## src/rtl/calc_pkg.sv

```systemverilog
// -----------------------------------------------------------------------------
// calc_pkg
// Shared definitions for the calculator key-entry front end: key codes,
// operator encodings seen by the BCD ALU, the entry state machine states and
// the digit-shifter direction.
// -----------------------------------------------------------------------------
package calc_pkg;

  // Non-digit key codes (digits are 0x0..0x9).
  localparam logic [3:0] KEY_ADD = 4'hA;
  localparam logic [3:0] KEY_SUB = 4'hB;
  localparam logic [3:0] KEY_CLR = 4'hC;
  localparam logic [3:0] KEY_BS  = 4'hD;
  localparam logic [3:0] KEY_EQ  = 4'hE;
  localparam logic [3:0] KEY_NOP = 4'hF;

  // Operator encoding presented to the ALU.
  typedef enum logic [1:0] {
    OP_NONE = 2'b00,
    OP_ADD  = 2'b01,
    OP_SUB  = 2'b10
  } op_t;

  // Entry sequencing states.
  typedef enum logic [1:0] {
    ENTER_A,
    OP_WAIT,
    ENTER_B,
    SHOW_RESULT
  } state_t;

  // Digit shifter operation: append a digit, or drop the least significant one.
  typedef enum logic {
    SHIFT_IN,
    SHIFT_OUT
  } shift_dir_t;

endpackage

```

## src/rtl/calc_key_entry_if.sv

```systemverilog
// -----------------------------------------------------------------------------
// calc_key_entry_if
// Operand/operator bus between the key-entry block and the BCD ALU.
//   bcd1, bcd2   : packed-BCD operands A and B (key entry -> ALU)
//   op_selected  : 00 none, 01 add, 10 subtract (key entry -> ALU)
//   alu_clear    : active-high clear (key entry -> ALU)
//   alu_bcd      : BCD result magnitude (ALU -> key entry, combinational)
//   alu_neg      : sign, 1 = result is bcd2-bcd1 magnitude (ALU -> key entry)
// Modports: master = key-entry side, slave = ALU side.
// -----------------------------------------------------------------------------
interface calc_key_entry_if #(
  parameter int DIGITS = 4
);
  logic [4*DIGITS-1:0] bcd1;
  logic [4*DIGITS-1:0] bcd2;
  logic [1:0]          op_selected;
  logic                alu_clear;
  logic [4*DIGITS-1:0] alu_bcd;
  logic                alu_neg;

  modport master (
    output bcd1, bcd2, op_selected, alu_clear,
    input  alu_bcd, alu_neg
  );

  modport slave (
    input  bcd1, bcd2, op_selected, alu_clear,
    output alu_bcd, alu_neg
  );
endinterface

```

## src/rtl/bcd_digit_shifter.sv

```systemverilog
// -----------------------------------------------------------------------------
// bcd_digit_shifter
// Combinational next-value logic for one packed-BCD operand register and its
// significant-digit counter. The top instantiates it once and muxes the active
// operand (bcd1 or bcd2) through it.
//   i_dir      : SHIFT_IN appends i_digit, SHIFT_OUT drops the lowest digit
//   i_operand  : current operand value
//   i_count    : current number of significant digits
//   i_digit    : digit to append (SHIFT_IN only)
//   o_operand  : next operand value
//   o_count    : next digit count
//   o_err      : operand already full, digit rejected
// Requires DIGITS >= 2.
// -----------------------------------------------------------------------------
module bcd_digit_shifter
  import calc_pkg::*;
#(
  parameter  int DIGITS = 4,
  localparam int W      = 4 * DIGITS,
  localparam int CNT_W  = $clog2(DIGITS + 1)
) (
  input  shift_dir_t       i_dir,
  input  logic [W-1:0]     i_operand,
  input  logic [CNT_W-1:0] i_count,
  input  logic [3:0]       i_digit,
  output logic [W-1:0]     o_operand,
  output logic [CNT_W-1:0] o_count,
  output logic             o_err
);

  // NOTE: every output gets a default before any branch so no path leaves a
  // value unassigned -- otherwise synthesis infers a latch.
  always_comb begin
    o_operand = i_operand;
    o_count   = i_count;
    o_err     = 1'b0;
    if (i_dir == SHIFT_IN) begin
      if (i_count == CNT_W'(DIGITS)) begin
        o_err = 1'b1;
      end else if (!(i_operand == '0 && i_digit == 4'h0)) begin
        // A zero into an empty operand would only be a leading zero.
        o_operand = {i_operand[W-5:0], i_digit};
        o_count   = i_count + 1'b1;
      end
    end else begin
      o_operand = {4'h0, i_operand[W-1:4]};
      if (i_count != '0) begin
        o_count = i_count - 1'b1;
      end
    end
  end

endmodule

```

## src/rtl/calc_key_entry.sv

```systemverilog
// -----------------------------------------------------------------------------
// calc_key_entry
// Keypad front end of the calculator. Accumulates decimal keys into two
// packed-BCD operands, latches the operator, sequences entry -> result display,
// chains a non-negative result into the next operation, and selects what the
// display shows. All outputs are registered.
//
// Optional feature: define CALC_BACKSPACE_EN to enable key 0xD (backspace).
// Without it 0xD is ignored like 0xF.
//
// Ports:
//   clk          : system clock, rising edge
//   clear_n      : asynchronous active-low reset
//   key_valid    : one-cycle strobe qualifying key_code
//   key_code     : 0-9 digit, A add, B sub, C clear, D backspace, E equals
//   alu          : ALU bus (master side): bcd1/bcd2/op_selected/alu_clear
//                  out, alu_bcd/alu_neg in
//   disp_bcd     : value for the display driver
//   disp_neg     : display minus sign
//   result_valid : high while a computed result is shown
//   err          : one-cycle pulse on a rejected key
// -----------------------------------------------------------------------------
module calc_key_entry
  import calc_pkg::*;
#(
  parameter int DIGITS = 4,
  parameter int KEY_W  = 4
) (
  input  logic                clk,
  input  logic                clear_n,
  input  logic                key_valid,
  input  logic [KEY_W-1:0]    key_code,
  calc_key_entry_if.master    alu,
  output logic [4*DIGITS-1:0] disp_bcd,
  output logic                disp_neg,
  output logic                result_valid,
  output logic                err
);

  localparam int W     = 4 * DIGITS;
  localparam int CNT_W = $clog2(DIGITS + 1);

`ifdef CALC_BACKSPACE_EN
  localparam bit BS_EN = 1'b1;
`else
  localparam bit BS_EN = 1'b0;
`endif

  // Number of significant digits in a BCD value; used when a chained result
  // becomes operand A so later edits count correctly.
  function automatic logic [CNT_W-1:0] sig_digits(input logic [W-1:0] v);
    logic [CNT_W-1:0] n;
    n = '0;
    for (int i = 0; i < DIGITS; i++) begin
      if (v[4*i +: 4] != 4'h0) n = CNT_W'(i + 1);
    end
    return n;
  endfunction

  state_t           r_state;
  logic [W-1:0]     r_bcd1;
  logic [W-1:0]     r_bcd2;
  logic [CNT_W-1:0] r_cnt_a;
  logic [CNT_W-1:0] r_cnt_b;
  op_t              r_op;
  logic             r_alu_clear;
  logic             r_err;
  logic             r_result_valid;
  logic [W-1:0]     r_disp_bcd;
  logic             r_disp_neg;

  // Key decode.
  logic       w_is_digit;
  logic       w_is_op;
  logic       w_is_clr;
  logic       w_is_eq;
  logic       w_is_bs;
  logic [3:0] w_digit;
  op_t        w_key_op;

  assign w_is_digit = (key_code <= KEY_W'(9));
  assign w_is_op    = (key_code == KEY_W'(KEY_ADD)) || (key_code == KEY_W'(KEY_SUB));
  assign w_is_clr   = (key_code == KEY_W'(KEY_CLR));
  assign w_is_eq    = (key_code == KEY_W'(KEY_EQ));
  assign w_is_bs    = BS_EN && (key_code == KEY_W'(KEY_BS));
  assign w_digit    = key_code[3:0];
  assign w_key_op   = (key_code == KEY_W'(KEY_ADD)) ? OP_ADD : OP_SUB;

  // Shared shifter works on whichever operand is being edited.
  shift_dir_t       w_sh_dir;
  logic [W-1:0]     w_sh_operand_in;
  logic [CNT_W-1:0] w_sh_count_in;
  logic [W-1:0]     w_sh_operand;
  logic [CNT_W-1:0] w_sh_count;
  logic             w_sh_err;

  assign w_sh_dir        = w_is_bs ? SHIFT_OUT : SHIFT_IN;
  assign w_sh_operand_in = (r_state == ENTER_B) ? r_bcd2  : r_bcd1;
  assign w_sh_count_in   = (r_state == ENTER_B) ? r_cnt_b : r_cnt_a;

  bcd_digit_shifter #(
    .DIGITS (DIGITS)
  ) u_shifter (
    .i_dir     (w_sh_dir),
    .i_operand (w_sh_operand_in),
    .i_count   (w_sh_count_in),
    .i_digit   (w_digit),
    .o_operand (w_sh_operand),
    .o_count   (w_sh_count),
    .o_err     (w_sh_err)
  );

  // NOTE: sequential state uses non-blocking assignments so every register
  // samples the pre-edge values, independent of statement order.
  always_ff @(posedge clk or negedge clear_n) begin
    if (!clear_n) begin
      r_state        <= ENTER_A;
      r_bcd1         <= '0;
      r_bcd2         <= '0;
      r_cnt_a        <= '0;
      r_cnt_b        <= '0;
      r_op           <= OP_NONE;
      r_alu_clear    <= 1'b1;
      r_err          <= 1'b0;
      r_result_valid <= 1'b0;
      r_disp_bcd     <= '0;
      r_disp_neg     <= 1'b0;
    end else begin
      r_err       <= 1'b0;
      r_alu_clear <= 1'b0;

      // Display follows the current state and operands one cycle later.
      case (r_state)
        ENTER_B:     r_disp_bcd <= r_bcd2;
        SHOW_RESULT: r_disp_bcd <= alu.alu_bcd;
        default:     r_disp_bcd <= r_bcd1;
      endcase
      r_disp_neg <= (r_state == SHOW_RESULT) && alu.alu_neg;

      if (key_valid) begin
        if (w_is_clr) begin
          r_state        <= ENTER_A;
          r_bcd1         <= '0;
          r_bcd2         <= '0;
          r_cnt_a        <= '0;
          r_cnt_b        <= '0;
          r_op           <= OP_NONE;
          r_alu_clear    <= 1'b1;
          r_result_valid <= 1'b0;
        end else begin
          case (r_state)
            ENTER_A: begin
              if (w_is_digit || w_is_bs) begin
                r_bcd1  <= w_sh_operand;
                r_cnt_a <= w_sh_count;
                r_err   <= w_sh_err;
              end else if (w_is_op) begin
                r_op    <= w_key_op;
                r_state <= OP_WAIT;
              end
            end

            OP_WAIT: begin
              if (w_is_digit) begin
                r_bcd2  <= W'(w_digit);
                r_cnt_b <= (w_digit != 4'h0) ? CNT_W'(1) : '0;
                r_state <= ENTER_B;
              end else if (w_is_op) begin
                r_op <= w_key_op;
              end else if (w_is_bs) begin
                r_op    <= OP_NONE;
                r_state <= ENTER_A;
              end
            end

            ENTER_B: begin
              if (w_is_digit || w_is_bs) begin
                r_bcd2  <= w_sh_operand;
                r_cnt_b <= w_sh_count;
                r_err   <= w_sh_err;
              end else if (w_is_eq) begin
                r_state        <= SHOW_RESULT;
                r_result_valid <= 1'b1;
              end else if (w_is_op) begin
                r_err <= 1'b1;
              end
            end

            SHOW_RESULT: begin
              if (w_is_op) begin
                if (alu.alu_neg) begin
                  // A negative result cannot be an operand.
                  r_err <= 1'b1;
                end else begin
                  r_bcd1         <= alu.alu_bcd;
                  r_cnt_a        <= sig_digits(alu.alu_bcd);
                  r_bcd2         <= '0;
                  r_cnt_b        <= '0;
                  r_op           <= w_key_op;
                  r_state        <= OP_WAIT;
                  r_result_valid <= 1'b0;
                end
              end else if (w_is_digit) begin
                r_bcd1         <= W'(w_digit);
                r_cnt_a        <= (w_digit != 4'h0) ? CNT_W'(1) : '0;
                r_bcd2         <= '0;
                r_cnt_b        <= '0;
                r_op           <= OP_NONE;
                r_state        <= ENTER_A;
                r_result_valid <= 1'b0;
              end
            end
          endcase
        end
      end
    end
  end

  assign alu.bcd1        = r_bcd1;
  assign alu.bcd2        = r_bcd2;
  assign alu.op_selected = r_op;
  assign alu.alu_clear   = r_alu_clear;
  assign disp_bcd        = r_disp_bcd;
  assign disp_neg        = r_disp_neg;
  assign result_valid    = r_result_valid;
  assign err             = r_err;

endmodule
```

## src/flat_wrapper.sv

```systemverilog
// flat-port wrapper written by rule: the top's interface ports become plain ports
module calc_key_entry_flat import calc_pkg::*;
#(
  parameter int DIGITS = 4,
  parameter int KEY_W  = 4
)
  (clk, clear_n, key_valid, key_code, disp_bcd, disp_neg, result_valid, err, alu_bcd1, alu_bcd2, alu_op_selected, alu_alu_clear, alu_alu_bcd, alu_alu_neg);
  calc_key_entry_if #(.DIGITS(DIGITS)) alu_i ();
  input  logic clk;
  input  logic clear_n;
  input  logic key_valid;
  input  logic [KEY_W-1:0] key_code;
  output logic [4*DIGITS-1:0] disp_bcd;
  output logic disp_neg;
  output logic result_valid;
  output logic err;
  output wire logic [$bits(alu_i.bcd1)-1:0] alu_bcd1;
  output wire logic [$bits(alu_i.bcd2)-1:0] alu_bcd2;
  output wire logic [$bits(alu_i.op_selected)-1:0] alu_op_selected;
  output wire logic [$bits(alu_i.alu_clear)-1:0] alu_alu_clear;
  input wire logic [$bits(alu_i.alu_bcd)-1:0] alu_alu_bcd;
  input wire logic [$bits(alu_i.alu_neg)-1:0] alu_alu_neg;
  assign alu_bcd1 = alu_i.bcd1;
  assign alu_bcd2 = alu_i.bcd2;
  assign alu_op_selected = alu_i.op_selected;
  assign alu_alu_clear = alu_i.alu_clear;
  assign alu_i.alu_bcd = alu_alu_bcd;
  assign alu_i.alu_neg = alu_alu_neg;
  calc_key_entry #(.DIGITS(DIGITS), .KEY_W(KEY_W)) u_core (.clk(clk), .clear_n(clear_n), .key_valid(key_valid), .key_code(key_code), .alu(alu_i), .disp_bcd(disp_bcd), .disp_neg(disp_neg), .result_valid(result_valid), .err(err));
endmodule
```

## config.mk

```make
export PLATFORM = sky130hd
export DESIGN_NAME = calc_key_entry_flat
export DESIGN_NICKNAME = d
export VERILOG_FILES = /design/src/rtl/calc_pkg.sv /design/src/rtl/calc_key_entry_if.sv /design/src/rtl/bcd_digit_shifter.sv /design/src/rtl/calc_key_entry.sv /design/src/flat_wrapper.sv
export SDC_FILE = /design/constraint.sdc
export NUM_CORES = 1
export LEC_CHECK = 0
export ABC_CLOCK_PERIOD_IN_PS = 3500
export CAP_MARGIN = 5
export CORE_UTILIZATION = 34
export CTS_CLUSTER_DIAMETER = 120
export DETAILED_ROUTE_END_ITERATION = 10
export HOLD_SLACK_MARGIN = 0.1
export SYNTH_ARGS = -nofsm -noshare
export SYNTH_HDL_FRONTEND = slang
export SYNTH_SLANG_ARGS = --single-unit
export TNS_END_PERCENT = 1
```

## constraint.sdc

```tcl
create_clock -name clk -period 3.5 [get_ports clk]
set_clock_uncertainty 0.15 [all_clocks]
set_input_delay 0.7 -clock clk [delete_from_list [all_inputs] [get_ports clk]]
set_output_delay 0.7 -clock clk [all_outputs]
set_load 0.1 [all_outputs]
```

==> metrics.log <==
INFO  metric timing.hold.worst.class = reg2reg
INFO  metric ys_ff_latch = 62
INFO  metric floorplan.core_area = around 10000 sq um
INFO  metric routabilityCongestion = 0.846
INFO  metric crit_type = reg2reg
INFO  metric hold_depth = 2
INFO  metric reg2regPathDepth = 9
INFO  metric drv_cap = 0
INFO  metric post_synth_main_area_contributors = dfrtp_1 43%, a22oi_1 6.4%, mux2i_1 6.0%
INFO  metric grt_usage = 0.219
INFO  metric grt_overflow_total = 0
INFO  metric rsz0062_at_grt = false
INFO  metric grt_pass1_vias = around 3300
INFO  metric ant_nets = 0
INFO  metric hpwlAfterDp = 7920 um
INFO  metric synth_top_cell_area_share = 0.434
INFO  metric count_of_inserted_antenna_diode_cells = 0
INFO  metric fillerInstances = around 970
INFO  metric antenna_violations_before_repair = 0
INFO  metric numCtsBuffers = 9
INFO  metric drt_pre_antenna_iters = 5
INFO  metric netlist-cell-type-count = 50
INFO  metric drive_above_1_share = 0.238
INFO  metric cts-resized-gates = 0
INFO  metric synth_cells = between 300 and 400
INFO  metric detail_route.vias_per_cell = 5.60
INFO  metric cts.sink_count = 62
INFO  metric max_slew.worst_pin.slew = 1.06 ns
INFO  metric grt_first_pass_wirelength = 18500 um
INFO  metric hold_path.startpoint = u_core.r_cnt_b[1]
INFO  metric dieWidth = approximately 100 um
INFO  metric post_synth.cell_area_avg = 9.24 sq um
INFO  metric cts.repair_timing.setup_buffer_count = 0
INFO  metric critPathTopFamily = simple AND/OR/NAND/NOR gates
INFO  metric slowest_stage = nor2_2
INFO  metric setup_viol = 0
INFO  metric worstReg2RegStart = u_core.r_state[0]
INFO  metric finalWorstSetupSlack = around 0.30 ns
INFO  metric i_o_pin_cnt = 78
INFO  metric route.final.wire_length = 11400 um
INFO  metric timing.critical_path.from_type = flop
INFO  metric synthesis.yosys.warnings = 0
INFO  metric clk_pin_slew = 0.07 ns
INFO  metric clk-insertion-delay-late = between 0.3 and 0.4 ns
INFO  metric max_stage_delay = 0.81 ns
INFO  metric path_max_fanout = 19
INFO  metric data_arrival_time_of_the_critical_path = 3.31 ns
INFO  metric die-area = 10800 sq um
INFO  metric numPortBuffers = 77
INFO  metric fp.dieH = approximately 100 um
INFO  metric final_cells = 599
INFO  metric path_cells = inv_1, ha_1, buf_4, mux2i_1, nand4_1, a211oi_2, nor2_2, mux2_2, o21ai_0
INFO  metric ctsHoldBuffers = 0
INFO  metric setup-tns-final = 0 ns
INFO  metric routedWlPerCell = 19.1 um
INFO  metric initial_core_util = 0.355
INFO  metric fmax = 313 MHz
INFO  metric drv_slew = 0
INFO  metric cts_tree = done
INFO  metric synth.largest_area_cell = dfrtp_1
INFO  metric synth.cell_area = between 3000 and 4000 sq um
INFO  metric critical_path_sink_type = flop
INFO  metric crit_path_cell_count = 9
INFO  metric area_growth_from_synthesis_to_final_layout = 28.5%
INFO  metric final_period_minus_worst_setup_slack = 3.20 ns
INFO  metric finalNetCount = 493
INFO  metric run_status = finished clean
INFO  metric worst-path-buf-inv = 2
INFO  metric timing_hold_violations_final = 0
INFO  metric place_ws = 0.210 ns
INFO  metric cts-root-buf = clkbuf_8
INFO  metric cts.path.max_buffers = 2
INFO  metric critical_path_required = 3.61 ns
INFO  metric drt_iter0_drc = 230
INFO  metric synth.yosys.seq_area_share = 0.441
INFO  metric ctsHtreeMaxLevel = 3
INFO  metric synth.cells.most_frequent = 61 x dfrtp_1, 55 x nand2_1, 37 x o21ai_0
INFO  metric final.period_utilization = 0.914
INFO  metric core.rowCount = 36
INFO  metric critical_path.startpoint = u_core.r_state[0]
INFO  metric drc_violation_count_after_routing = 0
INFO  metric share_of_synthesized_flip_flops_with_an_asynchronous_set_or_reset = 1.00
INFO  metric num_vias = ~3400
INFO  metric yosys.cell_count.top_type = dfrtp_1
INFO  metric relSlewSlack = 0.297
INFO  metric largest_net_degree_at_the_start_of_global_routing = 46
INFO  metric place.detailed.instances = 583
INFO  metric ys.flop_type = dfrtp_1
INFO  metric synth_enable_flop_cells = 0
INFO  metric syn_nets = 413
worst min-delay path, stage by stage (launching register included):
cell	delay (ns)
dfrtp_1	0.34
nand2_1	0.04
o21ai_0	0.06
layout by cell type, fill, tap and decap left out, types with 5 or more instances in the layout:
cell type        netlist  layout
or2_2                  5       5
a22oi_1               30      30
clkbuf_8               0       9
o21ai_0               37      37
clkdlybuf4s50_1        0      22
ha_1                   8       8
dfrtp_1               61      61
nor3_1                 6       6
o21ai_1                6       6
mux2_2                12      12
mux2i_1               21      21
buf_4                  0      70
o221ai_1               5       5
nand2_1               55      55
inv_1                  7       7
nor2_1                19      19
nor4_1                 6       5
a21oi_1               23      23
nand3_1                9       9
nor2b_1                5       5
per-layer routing:
| metal | wire, um | GRT usage |
|---|---|---|
| met5 | 0 | 0 |
| met1 | 4970 | 0.306 |
| met4 | 155 | 0.0724 |
| met3 | 882 | 0.0434 |
| met2 | 5400 | 0.338 |
final timing paths:
check	endpoint	slack, ns
max in group asynchronous	u_core.alu.bcd2[0]	2.05
worst max-delay path	u_core.alu.bcd1[14]	0.30
worst min register to register	u_core.r_cnt_b[1]	0.33
worst max register to register	u_core.alu.bcd1[14]	0.30
min in group asynchronous	u_core.disp_bcd[6]	0.40
worst min-delay path	u_core.r_cnt_b[1]	0.33
flip-flops by register name (all words and copies together), names as in the netlist:
name and cells:
u_core.alu.alu_clear 1, u_core.alu.bcd1 16, u_core.alu.bcd2 16, u_core.alu.op_selected 2, u_core.disp_bcd 16, u_core.disp_neg 1, u_core.err 1, u_core.r_cnt_a 3
u_core.r_cnt_b 3, u_core.r_state 2, u_core.result_valid 1
stage by stage:
step | utilization | cell area, sq um | hold WS [ns]
floorplan | - | 3520 | 0.254
global route | 0.457 | 4520 | 0.357
global placement | 0.438 | 4340 | 0.313
detailed placement | 0.438 | 4340 | 0.317
finish | 0.457 | 4520 | 0.326
CTS | 0.457 | 4520 | 0.333
kinds of logic (layout without fill, tap and decap cells):
| kind of cell | count (synthesis) | in the layout | share of synthesized area |
|---|---|---|---|
| simple gates | 124 | 124 | 0.166 |
| compound gates | 119 | 119 | 0.214 |
| flops | 62 | 62 | 0.441 |
| mux | 36 | 36 | 0.110 |
| buf+inv | 31 | 116 | 0.0384 |
| fa+ha+maj | 8 | 8 | 0.0284 |
| xor+xnor | 1 | 1 | 0.00249 |
area by class of cell:
class                           count  area (sq um)  area share
Multi-Input combinational cell    288          1840       0.407
Sequential cell                    62          1550       0.343
Timing Repair Buffer               93           751       0.166
Tap cell                          133           166      0.0368
Clock buffer                       10           128      0.0282
Clock inverter                      6          61.3      0.0136
Inverter                            7          26.3     0.00581
Power is not shown: default switching activity piles up to over one toggle a cycle in this logic, so the estimate is an artifact.
